**src/rtl/loss_feeder.sv**
```systemverilog
// Batch initiator for the loss block: collects (yHat, y) pairs, issues the batch, retires the result.
// Optional running saturating accumulator of loss results: define LOSS_FEEDER_ACCUM_EN.
module loss_feeder #(
   parameter int IL    = 8,
   parameter int FL    = 12,
   parameter int size  = 16,
   parameter int width = $clog2(size)
) (
   input  logic                clk,
   input  logic                reset,
   input  logic                sample_valid,
   output logic                sample_ready,
   input  logic [IL+FL-1:0]    sample_yhat,
   input  logic [IL+FL-1:0]    sample_y,
   input  logic                sample_last,
   input  logic                cfg_model,
   output logic                model,
   output logic [IL+FL-1:0]    yHat [size],
   output logic [IL+FL-1:0]    y [size],
   output logic [width-1:0]    num,
   output logic                input_ready,
   input  logic [1:0]          loss_state,
   input  logic [IL+FL-1:0]    loss_out,
   output logic                output_taken,
   output logic [IL+FL-1:0]    result,
   output logic                result_valid,
`ifdef LOSS_FEEDER_ACCUM_EN
   input  logic                acc_clear,
   output logic [IL+FL-1:0]    acc_sum,
`endif
   input  logic                result_ack
);

   localparam int DW = IL + FL;

   typedef enum logic [2:0] {FILL, ISSUE, WAIT, TAKE, RESULT} state_t;

   state_t            state_q, state_d;
   logic [width-1:0]  count_q, count_d;
   logic [width-1:0]  num_q, num_d;
   logic              model_q, model_d;
   logic [DW-1:0]     result_q, result_d;
   logic [DW-1:0]     yhat_q [size];
   logic [DW-1:0]     yhat_d [size];
   logic [DW-1:0]     y_q [size];
   logic [DW-1:0]     y_d [size];

   // NOTE: every always_comb output gets a default first, so no path can infer a latch.
   always_comb begin
      state_d      = state_q;
      count_d      = count_q;
      num_d        = num_q;
      model_d      = model_q;
      result_d     = result_q;
      yhat_d       = yhat_q;
      y_d          = y_q;
      sample_ready = 1'b0;
      input_ready  = 1'b0;
      output_taken = 1'b0;
      result_valid = 1'b0;
      case (state_q)
         FILL: begin
            sample_ready = 1'b1;
            if (sample_valid) begin
               yhat_d[count_q] = sample_yhat;
               y_d[count_q]    = sample_y;
               count_d         = count_q + 1'b1;
               // num cannot encode size, so the batch is forced closed one sample early.
               if (sample_last || count_d == width'(size - 1)) begin
                  model_d = cfg_model;
                  num_d   = count_d;
                  state_d = ISSUE;
               end
            end
         end
         ISSUE: begin
            if (loss_state == 2'b00) begin
               input_ready = 1'b1;
               state_d     = WAIT;
            end
         end
         WAIT: begin
            if (loss_state == 2'b10) state_d = TAKE;
         end
         TAKE: begin
            output_taken = 1'b1;
            result_d     = loss_out;
            state_d      = RESULT;
         end
         RESULT: begin
            result_valid = 1'b1;
            if (result_ack) begin
               count_d = '0;
               yhat_d  = '{default: '0};
               y_d     = '{default: '0};
               state_d = FILL;
            end
         end
         default: state_d = FILL;
      endcase
   end

   // NOTE: the batch buffer is reset explicitly because unused slots must read as 0 to the loss block.
   always_ff @(posedge clk) begin
      if (reset) begin
         state_q  <= FILL;
         count_q  <= '0;
         num_q    <= '0;
         model_q  <= 1'b0;
         result_q <= '0;
         yhat_q   <= '{default: '0};
         y_q      <= '{default: '0};
      end else begin
         // NOTE: state registers use non-blocking assignment so all flops update from pre-edge values.
         state_q  <= state_d;
         count_q  <= count_d;
         num_q    <= num_d;
         model_q  <= model_d;
         result_q <= result_d;
         yhat_q   <= yhat_d;
         y_q      <= y_d;
      end
   end

   assign model  = model_q;
   assign num    = num_q;
   assign result = result_q;
   assign yHat   = yhat_q;
   assign y      = y_q;

`ifdef LOSS_FEEDER_ACCUM_EN
   logic [DW-1:0] acc_q, acc_d;
   logic [DW:0]   acc_ext;

   always_comb begin
      acc_ext = {acc_q[DW-1], acc_q} + {loss_out[DW-1], loss_out};
      acc_d   = acc_q;
      if (acc_clear) begin
         acc_d = '0;
      end else if (state_q == TAKE) begin
         // Sign of the extended sum disagreeing with its top data bit means overflow.
         if (acc_ext[DW] != acc_ext[DW-1])
            acc_d = acc_ext[DW] ? {1'b1, {(DW-1){1'b0}}} : {1'b0, {(DW-1){1'b1}}};
         else
            acc_d = acc_ext[DW-1:0];
      end
   end

   always_ff @(posedge clk) begin
      if (reset) acc_q <= '0;
      else       acc_q <= acc_d;
   end

   assign acc_sum = acc_q;
`endif

endmodule

```
**config.mk**
```make
export PLATFORM = sky130hd
export DESIGN_NAME = loss_feeder
export DESIGN_NICKNAME = d
export VERILOG_FILES = /design/src/rtl/loss_feeder.sv
export SDC_FILE = /design/constraint.sdc
export NUM_CORES = 1
export LEC_CHECK = 0
export ABC_AREA = 1
export CAP_MARGIN = 20
export CORE_MARGIN = 1
export CORE_UTILIZATION = 30
export CTS_BUF_LIST = sky130_fd_sc_hd__clkbuf_16
export CTS_CLUSTER_DIAMETER = 120
export DETAILED_ROUTE_END_ITERATION = 16
export DONT_BUFFER_PORTS = 1
export GPL_TIMING_DRIVEN = 1
export HOLD_SLACK_MARGIN = 0.12
export PLACE_DENSITY = 0.47
export SYNTH_ARGS = -nofsm -noshare
export SYNTH_HDL_FRONTEND = slang
export SYNTH_SLANG_ARGS = --single-unit
```
**constraint.sdc**
```tcl
create_clock -name clk -period 2.8 [get_ports clk]
set_input_delay 0.28 -clock clk [delete_from_list [all_inputs] [get_ports clk]]
set_output_delay 0.28 -clock clk [all_outputs]
set_load 0.05 [all_outputs]
```
# Yosys cells after proc, flatten, opt, wreduce, memory -nomap -nowiden
# Index checks and enable logic that the tools add are counted.
dict set report word_totals {
  in_bits 68
  regBits 672
  elab_cells 83
  out_inout_bits 669
}
dict set report classes {
  reduce_logical 8
  magnitude_cmp 2
  n_eq_ne 11
  add_sub_neg 1
  bitwise 1
  mux 23
}
# cell n
set op_table {}
lappend op_table {{$pmux W320 S2} 2}
lappend op_table {{$mux W320} 3}
lappend op_table {{$bwmux W320} 2}
lappend op_table {{$demux W20 S4} 1}
lappend op_table {{$mux W20} 1}
lappend op_table {{$mux W3} 5}
lappend op_table {{$pmux W3 S5} 1}
lappend op_table {{$ne A2 B2 Y1 const B} 5}
lappend op_table {{$mux W4} 2}
lappend op_table {{$pmux W4 S2} 1}
lappend op_table {{$eq A3 B2 Y1 const B} 2}
lappend op_table {{$reduce_and A3 Y1} 2}
lappend op_table {{$ge A5 B5 Y1 const B} 1}
lappend op_table {{$lt A5 B1 Y1 const B} 1}
lappend op_table {{$mux W1} 5}
lappend op_table {{$not A4 Y5} 1}
lappend op_table {{$reduce_and A5 Y1} 1}
lappend op_table {{$add A4 B1 Y4 const B} 1}
lappend op_table {{$eq A4 B4 Y1 const B} 1}
lappend op_table {{$eq A3 B1 Y1 const B} 1}
lappend op_table {{$eq A3 B3 Y1 const B} 1}
lappend op_table {{$logic_not A3 Y1} 1}
lappend op_table {{$eq A2 B2 Y1 const B} 1}
lappend op_table {{$logic_not A2 Y1} 1}
lappend op_table {{other kinds (3)} 3}

# Logic depth before layout (Yosys ltp)
dict set report depth {
  ltp_word 8
  ltp_mapped 11
  mapped_depth_nobuf 11
}

# Least setup slack after synthesis
# OpenSTA, ideal clock, no wires.
dict set report synth_path {
  path_kind {flip-flop to flip-flop}
  startpoint {register state_q[1]}
  endpoint {register yhat_q, in the netlist yHat[140]}
  setup_slack_ps 849
  t_arrival_ps 1819
  required_ps 2668
  setup_time_ps 132
  n_path_buf 2
  path_stages_with_launch 9
  cell_sequence {dfxtp_1 > inv_2 > nand3_2 > inv_2 > clkbuf_1 > o21ai_1 > buf_2 > nand2_1 > a21oi_1}
}
dict set report synth_via {
  elab_chain_cells 3
  elab_cells_between_ends 7
}
# element line
set synth_rtl {}
lappend synth_rtl {{start: declaration} 38} ;# state_t state_q, state_d;
lappend synth_rtl {{start signal: assignment} 115} ;# state_q <= state_d;
lappend synth_rtl {{$eq A3 B3 Y1 or $logic_not A3 Y1 (tied branches)} 61} ;# case (state_q)
lappend synth_rtl {{$ne A2 B2 Y1 (no source line) or $reduce_bool A2 Y1 (tied branches)} n/a}
lappend synth_rtl {{$reduce_and A3 Y1 (no source line)} n/a}
lappend synth_rtl {{end signal: assignment} 120} ;# yhat_q <= yhat_d;
lappend synth_rtl {{end: declaration} 43} ;# logic [DW-1:0] yhat_q [size];
# Parallel ways exist; a longest one is shown, timed or not.
# A chain may end at the register's enable or synchronous reset.

# Worst setup path after layout
dict set report layout_path {
  startpoint {input reset}
  endpoint {register y_q, in the netlist y[16]}
}
# element line
set layout_rtl {}
lappend layout_rtl {{start: declaration} 10} ;# input logic reset,
lappend layout_rtl {{end signal: assignment} 121} ;# y_q <= y_d;
lappend layout_rtl {{end: declaration} 45} ;# logic [DW-1:0] y_q [size];
# No word-level cell between the ends.

==> metrics.txt <==
actual transition at the worst max-transition pin=3.36 ns; clock insertion delay at the later pin of the skew report=between 0.6 and 0.7 ns; area of combinational cells with multiple inputs=9610 um2; worst-case vdd ir drop=~0.00043 V; Starting Density=30.4%; required time worst endpoint=3.34 ns; shortest clock period the worst path allows after layout=2.79 ns; quantity of I/O buffers inserted on ports=0; clock transition at the registers of the reported paths=0.06 ns; Worst Reg-to-Reg Cells=9; Max transition margin=-124%; DR top layer=met4; maximum net fanout on the critical path=505; wire length of the first global-routing pass=between 100 and 150 mm; pre-CTS worst setup slack=0.356 ns; Via Count=23046; capture instance of the worst register-to-register path=yHat[153]$_SDFFE_PP0P_; R2R Path Start=state_q[2]$_SDFFE_PP0P_; total clock buffers created by CTS=77; H-tree lvl count=3; largest cells by area after synthesis=sky130_fd_sc_hd__dfxtp_1 (56%), sky130_fd_sc_hd__nand2_1 (20%), sky130_fd_sc_hd__a21oi_1 (14%); detailed-routing wirelength on met1=41.6 mm; Final Worst Setup Slack=around 0.013 ns; final-stage net count=~3600; number of antenna violations at the first check in global routing=5; final std cell area, no fill=approximately 34000 um2; routed wire length=~100 mm; TritonCTS clock tree=done; total half-perimeter wirelength after legalization and detailed placement=61.9 mm; commonest cells after routing, fill and taps aside=sky130_fd_sc_hd__nand2_1 (1305), sky130_fd_sc_hd__dfxtp_1 (670), sky130_fd_sc_hd__a21oi_1 (651); Fmax achieved=0.359 GHz; number of buffer and inverter instances along the worst setup path=1; Total Die Area=81500 um2; total gr overflow=0; maximum buffer depth of the clock tree=3; fraction of the yosys area taken by sequential cells=55.8%; detailed-route wire length per cell=~22 um; Final Skew=between 0.03 and 0.04 ns; data arrival time of the worst path=3.33 ns; mean area per synthesized cell=just under 8 um2; routed wl met2=49.0 mm; total DRC errors in the routed layout=0; violated checks=max-slew violations; cell area after placement=around 25000 um2; cell leakage power=between 10 and 15 nW; number of unique standard cell types used by synthesis=25; die height=285 um; stages on the worst setup path=2; area of the placeable core=79300 um2; largest net degree at the start of global routing=around 650; vias per std cell=between 4 and 5; area leader, netlist=sky130_fd_sc_hd__dfxtp_1; reported max-cap violation count=0; capturing element type of the critical path=flop; Mapped Area=24100 um2; Detailed Routing Iterations Pass 1=5; number of antenna-violating nets in the routed design=0; Global Route Usage Sum=roughly a quarter; GP Congestion=0.775; sequential cell area=13500 um2; dpl cells=3966; worst path cell trace=a21oi_1 -> dlygate4sd3_1; crit path to=y[16]$_SDFFE_PP0P_; #FFs+latches synth=672; Die X-Extent=285 um; status=complete, but fails checks; final std cells w/o fill=4685; type of the most critical hold path=in -> reg; area share of the largest cell type after synthesis=55.8%; Largest delay share family, worst path=compound AO/OA/AOI/OAI gates; RSZ-0062 raised after global routing=true; number of nets in the synthesized netlist=between 3000 and 4000; final setup violating endpoints=0; area growth from synthesis to layout=39.2%; share of post-route cells with drive strength above 1=7.71%; final cycle utilization of the critical path=about 100%; synth warn=0; max incr delay on CP=0.86 ns; Hold Fails Final Rpt=0; worst setup path start=reset; total clock sinks=672; number of rows created at floorplan=103; number of pins with negative max-slew slack in the final report=404; number of global-route vias before repair=between 20000 and 25000; setup slack, reg-to-reg=about 0.04 ns; crit path launch type=input pin; most common library cell in the layout ignoring fill and taps=sky130_fd_sc_hd__nand2_1; Root Driver=sky130_fd_sc_hd__clkbuf_16; Initial DRC Count=1549; number of placed I/O pins=roughly 740; fill cell total of the finished layout=roughly 8000; kind of critical path=in -> reg; Critical-path top delay cell=sky130_fd_sc_hd__a21oi_1; met3 wire length=10.1 mm; gate count after technology mapping=3106; pwr/cell area=737 nW/um2
==> final cells by class <==
type | instances | share of cell area (%)
clock buffer | 77 | 5.74
inverter | 62 | 0.701
sequential | 672 | 40.1
timing repair buffer | 642 | 19.4
clock inverter | 60 | 1.48
antenna | 2 | 0.0149
multi-input combinational | 2120 | 28.6
tap | 1050 | 3.92
==> registers in the layout, indices dropped and copies added, names as in the netlist <==
signal	flops
state_q	3
yHat	320
result	20
model	1
count_q	4
num	4
y	320
==> report_power, final <==
part	internal (mW)	switching, mW
sequential	9.85	1.18
combinational	1.15	2.75
clock	5.52	4.27
==> per-layer routing <==
layer	GRT usage, %	up-vias
met1	29.6	11035
li1	-	10842
met2	38.6	974
met5	0	-
met3	7.92	195
met4	9.05	0
==> cell families (layout without fill, tap and decap cells) <==
family,Yosys count,count (layout),share of synthesized area (%)
buffers and inverters,315,841,5.70
adder cells (fa/ha/maj),5,5,0.260
other,0,2,0
AND/OR/NAND/NOR,1421,1421,23.8
flip-flops,672,672,55.8
AO/OA/AOI/OAI,693,694,14.4
==> repair_timing <==
action,4_1_cts,5_1_grt
resized for setup,0,17
hold endpoints to repair,671,134
buffers inserted,0,26
endpoints found under the setup margin,0,344
hold buffers,528,25
==> how the worst min path moves through the flow <==
stage                 start                      end  slack [ns]  cells after the start
6_report       sample_y[15]       y[95]$_SDFFE_PP0P_        0.11                      5
3_5_place_dp    loss_out[2]   result[2]$_SDFFE_PP0P_        0.42                      2
5_1_grt               reset      y[259]$_SDFFE_PP0P_        0.12                      2
4_1_cts               reset    yHat[99]$_SDFFE_PP0P_       -0.23                      1
2_1_floorplan   loss_out[0]   result[0]$_SDFFE_PP0P_        0.41                      2
3_3_place_gp   loss_out[15]  result[15]$_SDFFE_PP0P_        0.42                      2
==> Yosys cell counts (all sizes together) <==
library cell  instances
nor3                  3
nand4                 1
dfxtp               672
ha                    5
o21a                  1
nor2                 99
a21oi               651
inv                  62
o211ai                1
clkbuf              171
buf                  82
nand3                11
nand2              1307
o21ai                40
==> stage by stage <==
stage | utilization [%] | hold WS (ns) | total power [mW] | TNS, ns
detailed placement | 31.8 | 0.423 | 14.5 | 0
global placement | 31.8 | 0.418 | 14.5 | 0
floorplan | - | 0.415 | 13.0 | 0
finish | 42.3 | 0.111 | 24.7 | 0
CTS | 41.5 | -0.231 | 24.6 | 0
global route | 42.3 | 0.120 | 25.6 | -0.00234
Power figures use the tool's default switching activity.
